--- src/rtl/sevenseg_scan.sv ---
// Time-multiplexed seven-segment driver with shadowed, frame-synchronous display updates.
// Outputs are registered one cycle after the scan state; no backpressure, load is always accepted.
module sevenseg_scan #(
   parameter int NUM_DIGITS      = 4,
   parameter int TICKS_PER_DIGIT = 100000,
   parameter int DEAD_TICKS      = 1,
   parameter int ACTIVE_LOW      = 1,
   parameter int LZ_SUPPRESS     = 0
) (
   input  logic                    clk,
   input  logic                    reset,
   input  logic                    enable,
   input  logic                    load,
   input  logic [4*NUM_DIGITS-1:0] value,
   input  logic [NUM_DIGITS-1:0]   dp_in,
   input  logic [NUM_DIGITS-1:0]   blank_in,
   output logic [6:0]              seg,
   output logic                    dp,
   output logic [NUM_DIGITS-1:0]   an,
   output logic                    frame_done,
   output logic                    pending
);

   localparam int TW = $clog2(TICKS_PER_DIGIT);
   localparam int DW = (NUM_DIGITS > 1) ? $clog2(NUM_DIGITS) : 1;
   localparam logic [TW-1:0] TICK_LAST  = TW'(TICKS_PER_DIGIT - 1);
   localparam logic [TW-1:0] TICK_DEAD  = TW'(DEAD_TICKS);
   localparam logic [DW-1:0] DIGIT_LAST = DW'(NUM_DIGITS - 1);
   localparam logic POL = (ACTIVE_LOW != 0);

   logic [TW-1:0]           tick_q, tick_d;
   logic [DW-1:0]           digit_q, digit_d;
   logic                    wrap_q, wrap_d;
   logic [4*NUM_DIGITS-1:0] sh_val_q, sh_val_d, disp_val_q, disp_val_d;
   logic [NUM_DIGITS-1:0]   sh_dp_q, sh_dp_d, disp_dp_q, disp_dp_d;
   logic [NUM_DIGITS-1:0]   sh_blank_q, sh_blank_d, disp_blank_q, disp_blank_d;
   logic                    pending_q, pending_d;
   logic [NUM_DIGITS-1:0]   an_q, an_d;
   logic [6:0]              seg_q, seg_d;
   logic                    dp_q, dp_d;
   logic                    frame_done_q, frame_done_d;

   logic                    tick_term;
   logic [3:0]              cur_nib;
   logic                    cur_dp, cur_blank, lz_blank, dark;
   logic [NUM_DIGITS-1:0]   an_act;
   logic [6:0]              seg_act;
   logic                    dp_act;

   function automatic logic [6:0] hex_to_seg(input logic [3:0] n);
      logic [6:0] s;
      case (n)
         4'h0: s = 7'b0111111;
         4'h1: s = 7'b0000110;
         4'h2: s = 7'b1011011;
         4'h3: s = 7'b1001111;
         4'h4: s = 7'b1100110;
         4'h5: s = 7'b1101101;
         4'h6: s = 7'b1111101;
         4'h7: s = 7'b0000111;
         4'h8: s = 7'b1111111;
         4'h9: s = 7'b1101111;
         4'hA: s = 7'b1110111;
         4'hB: s = 7'b1111100;
         4'hC: s = 7'b0111001;
         4'hD: s = 7'b1011110;
         4'hE: s = 7'b1111001;
         default: s = 7'b1110001;
      endcase
      return s;
   endfunction

   // Scan position and frame wrap detection.
   always_comb begin
      tick_term = (tick_q == TICK_LAST);
      wrap_d    = enable && tick_term && (digit_q == DIGIT_LAST);
      tick_d    = tick_q;
      digit_d   = digit_q;
      if (enable) begin
         if (tick_term) begin
            tick_d  = '0;
            digit_d = (digit_q == DIGIT_LAST) ? '0 : digit_q + DW'(1);
         end else begin
            tick_d = tick_q + TW'(1);
         end
      end
   end

   // Shadow capture; the display copy only changes at a frame wrap so a frame never tears.
   always_comb begin
      sh_val_d     = sh_val_q;
      sh_dp_d      = sh_dp_q;
      sh_blank_d   = sh_blank_q;
      disp_val_d   = disp_val_q;
      disp_dp_d    = disp_dp_q;
      disp_blank_d = disp_blank_q;
      pending_d    = pending_q;
      if (load) begin
         sh_val_d   = value;
         sh_dp_d    = dp_in;
         sh_blank_d = blank_in;
         pending_d  = 1'b1;
      end
      if (wrap_d) begin
         disp_val_d   = sh_val_d;
         disp_dp_d    = sh_dp_d;
         disp_blank_d = sh_blank_d;
         pending_d    = 1'b0;
      end
   end

   always_comb begin
      cur_nib   = '0;
      cur_dp    = 1'b0;
      cur_blank = 1'b0;
      for (int k = 0; k < NUM_DIGITS; k++) begin
         if (DW'(k) == digit_q) begin
            cur_nib   = disp_val_q[4*k +: 4];
            cur_dp    = disp_dp_q[k];
            cur_blank = disp_blank_q[k];
         end
      end
      // A digit is a leading zero when it and every more-significant nibble are zero.
      lz_blank = 1'b0;
      if ((LZ_SUPPRESS != 0) && (digit_q != '0)) begin
         lz_blank = 1'b1;
         for (int k = 0; k < NUM_DIGITS; k++) begin
            if ((DW'(k) >= digit_q) && (disp_val_q[4*k +: 4] != 4'h0)) begin
               lz_blank = 1'b0;
            end
         end
      end
      dark = cur_blank || lz_blank;
   end

   always_comb begin
      an_act  = '0;
      seg_act = '0;
      dp_act  = 1'b0;
      if (enable) begin
         seg_act = dark ? 7'b0 : hex_to_seg(cur_nib);
         dp_act  = !dark && cur_dp;
         if (tick_q >= TICK_DEAD) begin
            an_act = NUM_DIGITS'(1) << digit_q;
         end
      end
      an_d         = an_act ^ {NUM_DIGITS{POL}};
      seg_d        = seg_act ^ {7{POL}};
      dp_d         = dp_act ^ POL;
      frame_done_d = wrap_q && enable;
   end

   always_ff @(posedge clk) begin
      if (reset) begin
         tick_q       <= '0;
         digit_q      <= '0;
         wrap_q       <= 1'b0;
         sh_val_q     <= '0;
         sh_dp_q      <= '0;
         sh_blank_q   <= '0;
         disp_val_q   <= '0;
         disp_dp_q    <= '0;
         disp_blank_q <= '0;
         pending_q    <= 1'b0;
         an_q         <= {NUM_DIGITS{POL}};
         seg_q        <= {7{POL}};
         dp_q         <= POL;
         frame_done_q <= 1'b0;
      end else begin
         tick_q       <= tick_d;
         digit_q      <= digit_d;
         wrap_q       <= wrap_d;
         sh_val_q     <= sh_val_d;
         sh_dp_q      <= sh_dp_d;
         sh_blank_q   <= sh_blank_d;
         disp_val_q   <= disp_val_d;
         disp_dp_q    <= disp_dp_d;
         disp_blank_q <= disp_blank_d;
         pending_q    <= pending_d;
         an_q         <= an_d;
         seg_q        <= seg_d;
         dp_q         <= dp_d;
         frame_done_q <= frame_done_d;
      end
   end

   assign an         = an_q;
   assign seg        = seg_q;
   assign dp         = dp_q;
   assign frame_done = frame_done_q;
   assign pending    = pending_q;

endmodule

--- config.mk ---
export PLATFORM = sky130hd
export DESIGN_NAME = sevenseg_scan
export DESIGN_NICKNAME = d
export VERILOG_FILES = /design/src/rtl/sevenseg_scan.sv
export SDC_FILE = /design/constraint.sdc
export NUM_CORES = 1
export LEC_CHECK = 0
export ABC_AREA = 1
export CORE_UTILIZATION = 50
export DETAILED_ROUTE_END_ITERATION = 8
export GPL_ROUTABILITY_DRIVEN = 0
export HOLD_SLACK_MARGIN = 0.05
export PLACE_DENSITY = 0.72
export SLEW_MARGIN = 15
export SYNTH_ARGS = -nofsm -noshare
export SYNTH_HDL_FRONTEND = slang
export SYNTH_SLANG_ARGS = --single-unit
--- constraint.sdc ---
create_clock -name clk -period 3.9 [get_ports clk]
set_input_delay 0.585 -clock clk [delete_from_list [all_inputs] [get_ports clk]]
set_output_delay 0.585 -clock clk [all_outputs]
set_load 0.03 [all_outputs]
==> summary.txt, run 1 <==
GRT Total Usage = 20.8%
CORE AREA = 7330 um^2
worst path required time = 4170 ps
TritonCTS Buffers = 9
max-slew violations = 0
Synth async-reset ratio = 0%
Die Area = 8000 um^2
WHS Path Cells = 2
leakage = 1.78 nW
CP Capture Type = register
fin crit share = 67.1%
Setup CP Type = input port to register
Setup Fix Bufs, Post-CTS = 0
EDFF count, synth = 0
area grow syn2layout = 16.6%
Peak VDD IR = 0.000231 V
CP Launch Type = input port
post-route setup TNS = 0 ps
setup violators final = 0
CP Depth = 5
Overflow after GRT = 0
DRC = 0
share of layout cells above drive strength 1 = 15.7%
Starting DRT DRC Count = 124
DR pass1 iterations = 5
clock root buffer = clkbuf_8
Mapped Cells = 453
PD cells = 361 nW/um^2
Max clock buf depth = 2
DR WL/cell = 12.8 um
final WL = 7.59 mm
critical path arrival = 2880 ps
min cycle time layout = 2620 ps
CP delay by family, top = simple AND/OR/NAND/NOR gates
Yosys warnings = 0
critical-path cell list = clkdlybuf4s50_1, inv_1, nor3_1, nand3_2, o21ai_0
Routed Antenna Nets = 0
slowest cell on the critical path = clkdlybuf4s50_1
placed instance count = 579
Hold Path Class = register to register
largest net degree at the start of global routing = 30
htree depth = 3
vias per cell = 5.16
number of synthesized register bits = 82
post-route insts no fill = 595
vias in the first global route = 2731
Max Cap Viol = 0
Clock Sinks = 82
initial antenna violation count = 0
Die H = 89.4 um
antenna cells = 0
Final nets = 531
post-cts sizing count = 0
# port buffers = 41
syn_nets = 493
global-route wire length before repair = 12.4 mm
cells on worst reg2reg path = 5
synthesized area = 3820 um^2
clk_lat worst skew = 360 ps
Initial Util = 52.1%
# rows = 31
slew margin rel. = 52.8%
clock skew = 8.02 ps
status = finished, final reports clean
Fin. Hold Viols = 0
Top Ports = 42
Detailed Place HPWL = 5.59 mm
Worst-path clk slew = 80 ps
Die X = 89.4 um
measured slew at the worst slew-check pin = 707 ps
Distinct cells, synth = 36
Buf/Inv on CP = 2
unrepaired setup endpoints after global routing = false
cts-stage hold buffer count = 0
Crit path largest cell delay = 710 ps
sequential cell area fraction in the yosys report = 42.9%
prevailing post-synth register cell = dfxtp_1
TritonCTS clock tree = yes
routed via count = 3071
max frequency = 382 MHz
highest net fanout along the worst path = 25
average size of a mapped cell = 8.44 um^2
area by class of cell:
cell class / instances / area [um^2]
repair buffers: 43 / 425
multi-input cells: 321 / 1940
inverters: 34 / 128
clock inverters: 6 / 65.1
well taps: 99 / 124
fillers: 630 / 2870
flip-flops and latches: 82 / 1640
clock buffers: 10 / 138
state kept, by name, summed over array words and instances (netlist names):
register,cells
sh_blank_q,4
disp_val_q,16
pending,1
disp_blank_q,4
disp_dp_q,4
digit_q,2
an,4
sh_dp_q,4
tick_q,17
wrap_q,1
sh_val_q,16
seg,7
dp,1
frame_done,1
power breakdown:
| part | total (mW) | internal, mW | switching, mW |
|---|---|---|---|
| registers | 0.865 | 0.858 | 0.00745 |
| clock network | 0.624 | 0.314 | 0.310 |
| logic | 0.119 | 0.0542 | 0.0645 |
| total | 1.61 | 1.23 | 0.382 |
worst paths after layout:
kind | start | slack (ps) | to
setup reg to reg | digit_q[0] | 1570 | disp_blank_q[3]
setup / recovery | enable | 1280 | disp_blank_q[3]
hold / removal | wrap_q | 460 | frame_done
hold reg to reg | wrap_q | 460 | frame_done
Yosys cell counts, drive strengths merged, types with 3 or more instances:
library cell / n / share of area [%]
nand4: 6 / 1.1
a21oi: 13 / 1.7
xor2: 6 / 1.4
nor2: 71 / 7.2
buf: 13 / 2.7
dfxtp: 82 / 43
clkbuf: 3 / 0.29
nand2: 78 / 7.9
mux2i: 24 / 6.3
nand3: 57 / 11
o211ai: 3 / 0.59
ha: 12 / 3.9
nor3: 11 / 2.3
or2: 3 / 0.56
inv: 34 / 3.3
nor4: 3 / 0.49
o21ai: 31 / 6.1
per-stage QoR:
step | total power, mW | utilization (%) | worst slack (ps) | area, um^2 | hold slack [ps]
after detailed placement | 1.00 | 58.0 | 936 | 4260 | 451
final | 1.61 | 60.8 | 1280 | 4460 | 457
after CTS | 1.62 | 60.8 | 1310 | 4460 | 463
after global routing | 1.67 | 60.8 | 1150 | 4460 | 484
after floorplan | 0.955 | - | 2000 | 3820 | 402
after global placement | 1.00 | 58.0 | 1090 | 4260 | 457
metal layers:
layer / routed length (um) / track usage [%] / vias to the layer above
met4: 192 / 9.24 / 0
met5: 0 / 0 / -
li1: - / - / 1573
met3: 341 / 5.91 / 19
met1: 3450 / 25.5 / 1389
met2: 3600 / 34.1 / 90
worst min-delay path, delay by kind of cell, from the launching register on:
family	cells	cell delay (ps)
DFF	1	300
and+or+nand+nor	2	110
kinds of logic (layout without fill, tap and decap cells):
logic type	after synthesis	after routing	share of synthesized area, %
flip-flops	82	82	42.9
AO/OA/AOI/OAI	48	48	8.58
AND/OR/NAND/NOR	231	231	30.5
XOR/XNOR	6	6	1.37
adder cells (fa/ha/maj)	12	12	3.93
buffers and inverters	50	93	6.38
multiplexers	24	24	6.28
layout by cell type (no fill, tap or decap), types with 6 or more instances in the layout:
| cell | netlist | final |
|---|---|---|
| inv_1 | 29 | 29 |
| o21ai_2 | 21 | 21 |
| nand3_1 | 35 | 35 |
| clkbuf_8 | 0 | 10 |
| nor3_1 | 7 | 7 |
| clkdlybuf4s50_1 | 0 | 41 |
| nand3_2 | 21 | 21 |
| ha_1 | 12 | 12 |
| a21oi_1 | 13 | 13 |
| mux2i_1 | 24 | 24 |
| xor2_1 | 6 | 6 |
| nand2_1 | 75 | 75 |
| o21ai_0 | 9 | 9 |
| nor2_1 | 69 | 69 |
| dfxtp_1 | 82 | 82 |
Power figures use the tool's default switching activity.
==> inputs of run 2 (changes only) <==
==> constraint.sdc (replaced) <==
create_clock -name clk -period 2.5 [get_ports clk]
set_input_delay 0.375 -clock clk [delete_from_list [all_inputs] [get_ports clk]]
set_output_delay 0.375 -clock clk [all_outputs]
set_load 0.03 [all_outputs]
==> run 2 against run 1 <==
Against the previous run: cell area increased by 1.5%; worst setup slack got worse by 1000 ps; wire length is 1.7% lower; non-clock buffer count increased by 5; hold slack worse by 35 ps; die area stayed put; clock power is 81% higher; largest power group unchanged; largest cell class unchanged.
==> summary.txt, run 2 (synthesis results as in run 1) <==
area grow syn2layout = 18.4%
CP Launch Type = register
max FFs per register = 17
clock group share of total power = 42.4%
highest net fanout along the worst path = 8
slowest cell on the critical path = dfxtp_1
CP startpoint = digit_q[0]
max frequency = 447 MHz
fin area = 4530 um^2
Max Cap Viol = 0
Most flops, register = tick_q
antenna cells = 0
status = finished, final reports clean
largest net degree at the start of global routing = 26
commonest non-fill, non-tap cell in the layout = dfxtp_1
Die X = 89.4 um
global-route wire length before repair = 12.8 mm
sequential cell area = 1640 um^2
HP Start = wrap_q
Reg power frac = 50.6%
clock root buffer = clkbuf_8
Die H = 89.4 um
Cell Int Power = 2.09 mW
Fin. Hold Viols = 0
TritonCTS Buffers = 9
Clock Sinks = 82
clock skew = 6.26 ps
slew margin rel. = 71.5%
Top Ports = 42
Crit path largest cell delay = 390 ps
min cycle time layout = 2240 ps
Fill cells = 657
CP delay by family, top = simple AND/OR/NAND/NOR gates
placed inst area = 4290 um^2
Die Area = 8000 um^2
CORE AREA = 7330 um^2
Worst-path clk slew = 80 ps
CP Capture Type = register
critical-path cell list = ha_1, inv_2, or2_2, nand2_1, inv_1, ha_1, nand3b_1, nand3_1, nand3_1
most frequent cells in the layout = dfxtp_1 (82), nand2_1 (75), nor2_1 (69), clkdlybuf4s50_1 (41), nand3_1 (35)
GRT Total Usage = 21.3%
measured slew at the worst slew-check pin = 427 ps
share of layout cells above drive strength 1 = 16.2%
worst path required time = 2730 ps
Worst R2R Start = digit_q[0]
Overflow after GRT = 0
DRC = 0
post-route setup TNS = 0 ps
Hold Path Class = register to register
# rows = 31
Multi-input gate area = 1940 um^2
Detailed Place HPWL = 5.62 mm
cts-stage hold buffer count = 0
final WL = 7.46 mm
post-cts sizing count = 0
vias in the first global route = 2893
Setup Fix Bufs, Post-CTS = 0
Initial Util = 52.1%
fin crit share = 89.4%
max-slew violations = 0
Setup CP Type = register to register
Comb power frac = 7.1%
routed via count = 3060
leakage = 1.82 nW
DR pass1 iterations = 6
PD cells = 589 nW/um^2
unrepaired setup endpoints after global routing = false
Starting DRT DRC Count = 106
clk_lat worst skew = 350 ps
Psw = 0.578 mW
Buf/Inv on CP = 2
Peak VDD IR = 0.000290 V
TritonCTS clock tree = yes
Max clock buf depth = 2
Top Registers = tick_q: 17 flops, disp_val_q: 16 flops, sh_val_q: 16 flops
htree depth = 3
Net Sw Frac = 21.7%
Final nets = 536
setup violators final = 0
DR WL/cell = 12.4 um
critical path arrival = 2460 ps
vias per cell = 5.10
# port buffers = 41
Routed Antenna Nets = 0
initial antenna violation count = 0
## run 2: metal layers
metal | GRT usage (%) | vias to the layer above | wire [um]
met5 | 0 | - | 0
met4 | 11.0 | 0 | 196
met1 | 25.4 | 1400 | 3400
li1 | - | 1582 | -
met3 | 2.77 | 16 | 253
met2 | 37.4 | 62 | 3610
## run 2: path summary, 6_finish.rpt
| check | end | slack [ps] | depth (start not counted) |
|---|---|---|---|
| max | seg[3] | 260 | 9 |
| max reg2reg | seg[3] | 260 | 9 |
| min reg2reg | frame_done | 420 | 2 |
| min | frame_done | 420 | 2 |
## run 2: worst register-to-register path: stages, from the launching register on
cell and delay (ps):
dfxtp_1 390, ha_1 390, inv_2 140, or2_2 290, nand2_1 170, inv_1 110, ha_1 270, nand3b_1 180
nand3_1 90, nand3_1 70
## run 2: cell type report
cell class | instances | share of cell area, %
Timing Repair Buffer | 48 | 10.2
Sequential cell | 82 | 36.3
Clock buffer | 11 | 2.90
Tap cell | 99 | 2.74
Multi-Input combinational cell | 321 | 42.8
Inverter | 34 | 2.82
Clock inverter | 5 | 2.27
## run 2: stage by stage
step / cells / worst slack, ps / hold WS (ps) / util (%) / total power [mW]
floorplan: 453 / 600 / 402 / - / 1.49
global route: 600 / 119 / 436 / 61.8 / 2.76
finish: 600 / 264 / 423 / 61.8 / 2.67
detailed placement: 584 / 311 / 415 / 58.6 / 1.57
CTS: 600 / 281 / 426 / 61.8 / 2.69
global placement: 584 / 374 / 415 / 58.6 / 1.57
## run 2: power by group through the flow
stage | clock network, mW | logic, mW | registers, mW
2_1_floorplan | 0 | 0.0964 | 1.39
3_3_place_gp | 0 | 0.188 | 1.38
3_5_place_dp | 0 | 0.190 | 1.38
6_report | 1.13 | 0.188 | 1.35
5_1_grt | 1.20 | 0.207 | 1.35
4_1_cts | 1.15 | 0.191 | 1.35
